File: config.mk
export PLATFORM = sky130hd
export DESIGN_NAME = mem_port_arbiter
export DESIGN_NICKNAME = d
export VERILOG_FILES = /design/src/rtl/mem_arb_pkg.sv /design/src/rtl/rr_pick2.sv /design/src/rtl/mem_port_arbiter.sv
export SDC_FILE = /design/constraint.sdc
export NUM_CORES = 1
export LEC_CHECK = 0
export ABC_AREA = 1
export ABC_CLOCK_PERIOD_IN_PS = 6090
export BUFFER_PORTS_ARGS = -buffer_cell sky130_fd_sc_hd__buf_2
export CAP_MARGIN = 30
export CORE_UTILIZATION = 25
export DETAILED_ROUTE_END_ITERATION = 7
export PLACE_DENSITY = 0.53
export SETUP_SLACK_MARGIN = 0.15
export SLEW_MARGIN = 20
export SYNTH_ARGS = -nofsm -noshare
export SYNTH_HDL_FRONTEND = slang
export SYNTH_SLANG_ARGS = --single-unit
File: constraint.sdc
create_clock -name clk -period 6.09 [get_ports clk]
set_input_delay 0.3045 -clock clk [delete_from_list [all_inputs] [get_ports clk]]
set_output_delay 0.3045 -clock clk [all_outputs]
set_load 0.005 [all_outputs]
File: src/rtl/mem_arb_pkg.sv
`default_nettype none
// ============================================================================
// Module  : mem_arb_pkg
// Brief   : Owner/state encodings and port indices for mem_port_arbiter.
// Revision: 1.0
// ============================================================================
package mem_arb_pkg;

    // The owner output and the arbiter state share this encoding.
    localparam logic [1:0] OWN_FREE = 2'b00;
    localparam logic [1:0] OWN_R0   = 2'b01;
    localparam logic [1:0] OWN_R1   = 2'b10;

    localparam int PORT_R0 = 0;
    localparam int PORT_R1 = 1;

endpackage
`default_nettype wire

File: src/rtl/rr_pick2.sv
`default_nettype none
// ============================================================================
// Module  : rr_pick2
// Brief   : Two-way round-robin chooser; on a tie the port not granted last wins.
// Revision: 1.0
// ============================================================================
module rr_pick2 (
    input  logic [1:0] i_req,
    input  logic       i_last,
    output logic [1:0] o_gnt
);

    always_comb begin
        o_gnt = i_req;
        if (i_req == 2'b11) begin
            o_gnt = i_last ? 2'b01 : 2'b10;
        end
    end

endmodule
`default_nettype wire

File: src/rtl/mem_port_arbiter.sv
`default_nettype none
// ============================================================================
// Module  : mem_port_arbiter
// Brief   : Round-robin, lockable two-port arbiter in front of a single-port RAM.
// Revision: 1.0
// ============================================================================
module mem_port_arbiter
    import mem_arb_pkg::*;
#(
    parameter int AW       = 10,
    parameter int DW       = 32,
    parameter int MAX_LOCK = 16
) (
    input  logic          clk,
    input  logic          rst,
    input  logic          r0_req,
    input  logic          r0_lock,
    input  logic          r0_we,
    input  logic [AW-1:0] r0_addr,
    input  logic [DW-1:0] r0_wdata,
    output logic          r0_gnt,
    output logic          r0_rvalid,
    output logic [DW-1:0] r0_rdata,
    input  logic          r1_req,
    input  logic          r1_lock,
    input  logic          r1_we,
    input  logic [AW-1:0] r1_addr,
    input  logic [DW-1:0] r1_wdata,
    output logic          r1_gnt,
    output logic          r1_rvalid,
    output logic [DW-1:0] r1_rdata,
    output logic [AW-1:0] mem_a,
    output logic [DW-1:0] mem_d,
    output logic          mem_we,
    input  logic [DW-1:0] mem_spo,
    output logic [1:0]    owner,
    output logic [31:0]   conflict_cnt
);

    localparam int             LCW         = $clog2(MAX_LOCK);
    localparam logic [LCW-1:0] c_lock_last = LCW'(MAX_LOCK - 1);

    logic [1:0]     r_state, w_state_nxt;
    logic           r_last_gnt, w_last_nxt;
    logic [LCW-1:0] r_lock_cnt, w_lock_cnt_nxt;
    logic [1:0]     w_pick, w_gnt;
    logic           w_lock_sel, w_conflict;
    logic           w_rd0, w_rd1;
    logic           r_rvalid0, r_rvalid1;
    logic [DW-1:0]  r_rdata0, r_rdata1;
    logic [31:0]    r_conflict_cnt;

    rr_pick2 u_pick (
        .i_req  ({r1_req, r0_req}),
        .i_last (r_last_gnt),
        .o_gnt  (w_pick)
    );

    // Grants are combinational; nothing is granted while reset is held.
    always_comb begin
        w_gnt = 2'b00;
        if (!rst) begin
            case (r_state)
                OWN_FREE: w_gnt = w_pick;
                OWN_R0:   w_gnt = {1'b0, r0_req};
                OWN_R1:   w_gnt = {r1_req, 1'b0};
                default:  w_gnt = 2'b00;
            endcase
        end
    end

    assign w_lock_sel = w_gnt[PORT_R1] ? r1_lock : r0_lock;

    always_comb begin
        w_state_nxt    = r_state;
        w_lock_cnt_nxt = r_lock_cnt;
        w_last_nxt     = r_last_gnt;
        if (|w_gnt) begin
            w_last_nxt = w_gnt[PORT_R1];
            // The last allowed locked cycle forces a release regardless of lock.
            if (w_lock_sel && (r_lock_cnt != c_lock_last)) begin
                w_state_nxt    = w_gnt[PORT_R1] ? OWN_R1 : OWN_R0;
                w_lock_cnt_nxt = r_lock_cnt + 1'b1;
            end else begin
                w_state_nxt    = OWN_FREE;
                w_lock_cnt_nxt = '0;
            end
        end else if (((r_state == OWN_R0) && !r0_req && !r0_lock) ||
                     ((r_state == OWN_R1) && !r1_req && !r1_lock)) begin
            w_state_nxt    = OWN_FREE;
            w_lock_cnt_nxt = '0;
        end
    end

    assign w_conflict = (r0_req & r1_req & (|w_gnt)) |
                        ((r_state == OWN_R0) & r1_req) |
                        ((r_state == OWN_R1) & r0_req);

    assign w_rd0 = w_gnt[PORT_R0] & ~r0_we;
    assign w_rd1 = w_gnt[PORT_R1] & ~r1_we;

    always_ff @(posedge clk or posedge rst) begin
        if (rst) begin
            r_state        <= OWN_FREE;
            r_last_gnt     <= 1'b1;
            r_lock_cnt     <= '0;
            r_rvalid0      <= 1'b0;
            r_rvalid1      <= 1'b0;
            r_rdata0       <= '0;
            r_rdata1       <= '0;
            r_conflict_cnt <= '0;
        end else begin
            r_state    <= w_state_nxt;
            r_last_gnt <= w_last_nxt;
            r_lock_cnt <= w_lock_cnt_nxt;
            r_rvalid0  <= w_rd0;
            r_rvalid1  <= w_rd1;
            if (w_rd0) r_rdata0 <= mem_spo;
            if (w_rd1) r_rdata1 <= mem_spo;
            if (w_conflict) r_conflict_cnt <= r_conflict_cnt + 32'd1;
        end
    end

    assign r0_gnt       = w_gnt[PORT_R0];
    assign r1_gnt       = w_gnt[PORT_R1];
    assign mem_a        = w_gnt[PORT_R1] ? r1_addr  : (w_gnt[PORT_R0] ? r0_addr  : '0);
    assign mem_d        = w_gnt[PORT_R1] ? r1_wdata : (w_gnt[PORT_R0] ? r0_wdata : '0);
    assign mem_we       = (w_gnt[PORT_R0] & r0_we) | (w_gnt[PORT_R1] & r1_we);
    assign r0_rvalid    = r_rvalid0;
    assign r1_rvalid    = r_rvalid1;
    assign r0_rdata     = r_rdata0;
    assign r1_rdata     = r_rdata1;
    assign owner        = r_state;
    assign conflict_cnt = r_conflict_cnt;

endmodule
`default_nettype wire
==> results.md <==
* Run status: completed
* Worst r2r src: owner[1]
* Vias/cell at 4.480
* Worst Path Required at between 6 and 7 ns
* # H-tree levels at 3
* Post-synth top cells: nand2_1 (334), dfrtp_1 (104), nor2_1 (54), a22o_1 (42), nand3_1 (37)
* Detail Placement HPWL at 13.68 mm
* Final period util at 0.4949
* Post-Place Cells at 1227
* Startpoint Class: flop
* Comb power frac at 0.331
* Dominant cell type by area after synthesis: dfrtp_1
* 1st-pass router iterations at 4
* Mean post-synth cell area at 7.632 sq um
* # Post-CTS Setup Buffers at 0
* Post-CTS sizing at 0
* Switching pwr at just over 0.9 mW
* IO Port Bufs at 268
* Maximum clock insertion buffer count at 2
* CORE AREA at about 21000 sq um
* Fmax at 331.8 MHz
* Max_cap viols at 0
* Sw Ratio at 0.3625
* Syn Inst Count at between 700 and 800
* Routed len/inst at 15.13 um
* Synth top area share at 0.4789
* CP arrival at ~3.3 ns
* DRT antenna net count at 0
* Internal power at 1.631 mW
* Dominant cell by count in the synthesized netlist: nand2_1
* Grt ovf at 0
* Post-Syn Area at 5434 sq um
* Reg2reg setup slack at 3.08 ns
* RD Place Congestion at approximately 0.86
* Synth Register Bits at roughly 110
* Lkg Pwr at 4.064 nW
* Netlist cell types at 25
* Syn nets at 838
* Crit Path Category: reg2reg
* Layout area overhead at 34.47%
* Root Driver: clkbuf_16
* Synth top area cells: dfrtp_1 (48%), nand2_1 (23%), a22o_1 (6.8%)
* Least-Margin Pin Slew at 0.8377 ns
* Placed Area at 6982 sq um
* CTS tree: done
* Top FF cell, synth: dfrtp_1
* CP Capture Type: flop
* Clk network pwr share at 0.249
* Chip width at 149.4 um
* Largest net degree at the start of global routing at 63
* Final Critical Period at 3.014 ns
* RSZ-0062 raised after global routing: no
* CTS Hold Bufs at 0
* TNS Setup at 0 ns
* Post-synth ARST share at 1.000
* Max FO, Critical Path at 45
* CTS Buf Count at 9
* Residual DRC count at 0
* P per Cell Area at 350.1 nW/um^2
* Seq/Total Area, Yosys at 0.4838
* Initial antenna violation count at 3
* Final Instance Area at 7307 sq um
* Starting Density at 0.2569
* Clock Pin Slew Worst Setup and Hold Paths at 0.08 ns
* Routed vias at 5578
* Filler Cell Count at 2283
* Die ar. at 22330 sq um
* Fin. max-slew vios at 0
* First-pass GRT wire length at 29.77 mm
* Worst reg2reg path depth at 10
* Final Non-Filler Cells at 1245
* Clk Latency, worst-skew pair at approximately 0.36 ns
* Num Clock Sinks at 105
* Hold Fails Final Rpt at 0
* RR Endpoint: r0_rdata[9]
* Number of flops mapped to enable cells by yosys at 0
* Iter 0 DRT Violations at 295
* Seq pwr share at 0.421
* Worst VDD drop at around 150 uV
* Final wirelength at 18.84 mm
* GRT Overall Usage at 0.1718
* Share of layout cells above drive strength 1 at 0.3110
* # setup viols final at 0
* Final #Nets at about 1100
* Synth Warn # at 0
* Relative slew margins at 0.4402
* Die Y at roughly 150 um
* Site Rows at 53
* Io pins at 269
* HP Class: in2async
* Worst Clk Skew at 0.009440 ns
* Vias in the first global route at 5397
[power by group through the flow]
stage               registers [mW]  clock network, mW  logic [mW]
floorplan                     1.09                  0       0.428
global placement              1.08                  0       0.851
detailed placement            1.07                  0       0.863
CTS                           1.07              0.660       0.857
global route                  1.10              0.682       0.964
finish                        1.08              0.636       0.846
[stage by stage]
| step | worst slack [ns] | hold slack [ns] | power [mW] | utilization |
|---|---|---|---|---|
| 6_report | 3.076 | 0.02170 | 2.558 | 0.3454 |
| 5_1_grt | 2.725 | 0.07354 | 2.749 | 0.3452 |
| 4_1_cts | 3.035 | 0.05879 | 2.591 | 0.3452 |
| 3_5_place_dp | 3.043 | 0.4445 | 1.936 | 0.3300 |
| 3_3_place_gp | 2.854 | 0.4472 | 1.933 | 0.3293 |
| 2_1_floorplan | 3.027 | 0.4141 | 1.514 | - |
[per-layer routing]
layer,GRT usage,wire length (um),vias to the layer above
met4,0.03214,120,0
met3,0.05915,1422,10
met2,0.2745,8581,170
met5,0,0,-
met1,0.2243,8710,2611
li1,-,-,2787
[worst max path at each step]
stage	start	to	slack (ns)	cells after the start
detailed placement	owner[1]	r0_rdata[13]	3.04	10
global route	owner[1]	r0_rdata[17]	2.73	10
global placement	owner[1]	r0_rdata[3]	2.85	9
floorplan	rst	conflict_cnt[0]	3.03	1
CTS	owner[1]	r0_rdata[15]	3.04	10
finish	owner[1]	r0_rdata[9]	3.08	10
[critical path, cell delays in order, from the launching register on]
cell	delay, ns
dfrtp_1	0.40
inv_2	0.09
nand2_1	0.05
nor2_1	0.12
nand2_1	0.15
inv_2	0.59
nand2_2	0.60
inv_1	0.55
buf_8	0.25
nand2_1	0.08
nand2_1	0.06
[kinds of logic (layout without fill, tap and decap cells)]
group	count (synthesis)	count (layout)	synth area share
and+or+nand+nor	454	454	0.3403
DFF	105	105	0.4838
adders and majority gates	2	2	0.004604
xor gates and xnor gates	10	10	0.01612
other	0	2	0
AOI/OAI and AO/OA	79	79	0.1018
buffers and inverters	62	318	0.05342
[flip-flops by register name, summed over array words and instances (netlist names)]
name / flops
owner: 2
r_lock_cnt: 4
r1_rdata: 32
r0_rvalid: 1
r0_rdata: 32
conflict_cnt: 32
r_last_gnt: 1
r1_rvalid: 1
[layout make-up]
type                       count  area, sq um  share of cell area
sequential                   105         2629              0.3598
multi-input combinational    545         2522              0.3452
timing repair buffer         270         1364              0.1866
tap                          275        344.1             0.04709
clock buffer                  10        239.0             0.03271
inverter                      32        122.6             0.01678
clock inverter                 6        81.33             0.01113
antenna                        2        5.005           0.0006849
[layout by cell type, fill, tap and decap left out, types with 2 or more instances in the layout]
cell type,synthesis,layout
a22o_1,42,42
buf_2,13,268
clkbuf_16,0,9
dfrtp_1,104,104
diode_2,0,2
ha_1,2,2
inv_1,26,25
inv_2,5,5
inv_8,0,3
nand2_1,334,334
nand2_2,3,3
nand2_4,3,3
nand3_1,37,37
nand3b_1,13,13
nand4_1,3,3
nor2_1,54,53
nor3_1,5,5
o21ai_0,36,36
xnor2_1,2,2
xor2_1,8,8
(Power assumes the default switching activity.)
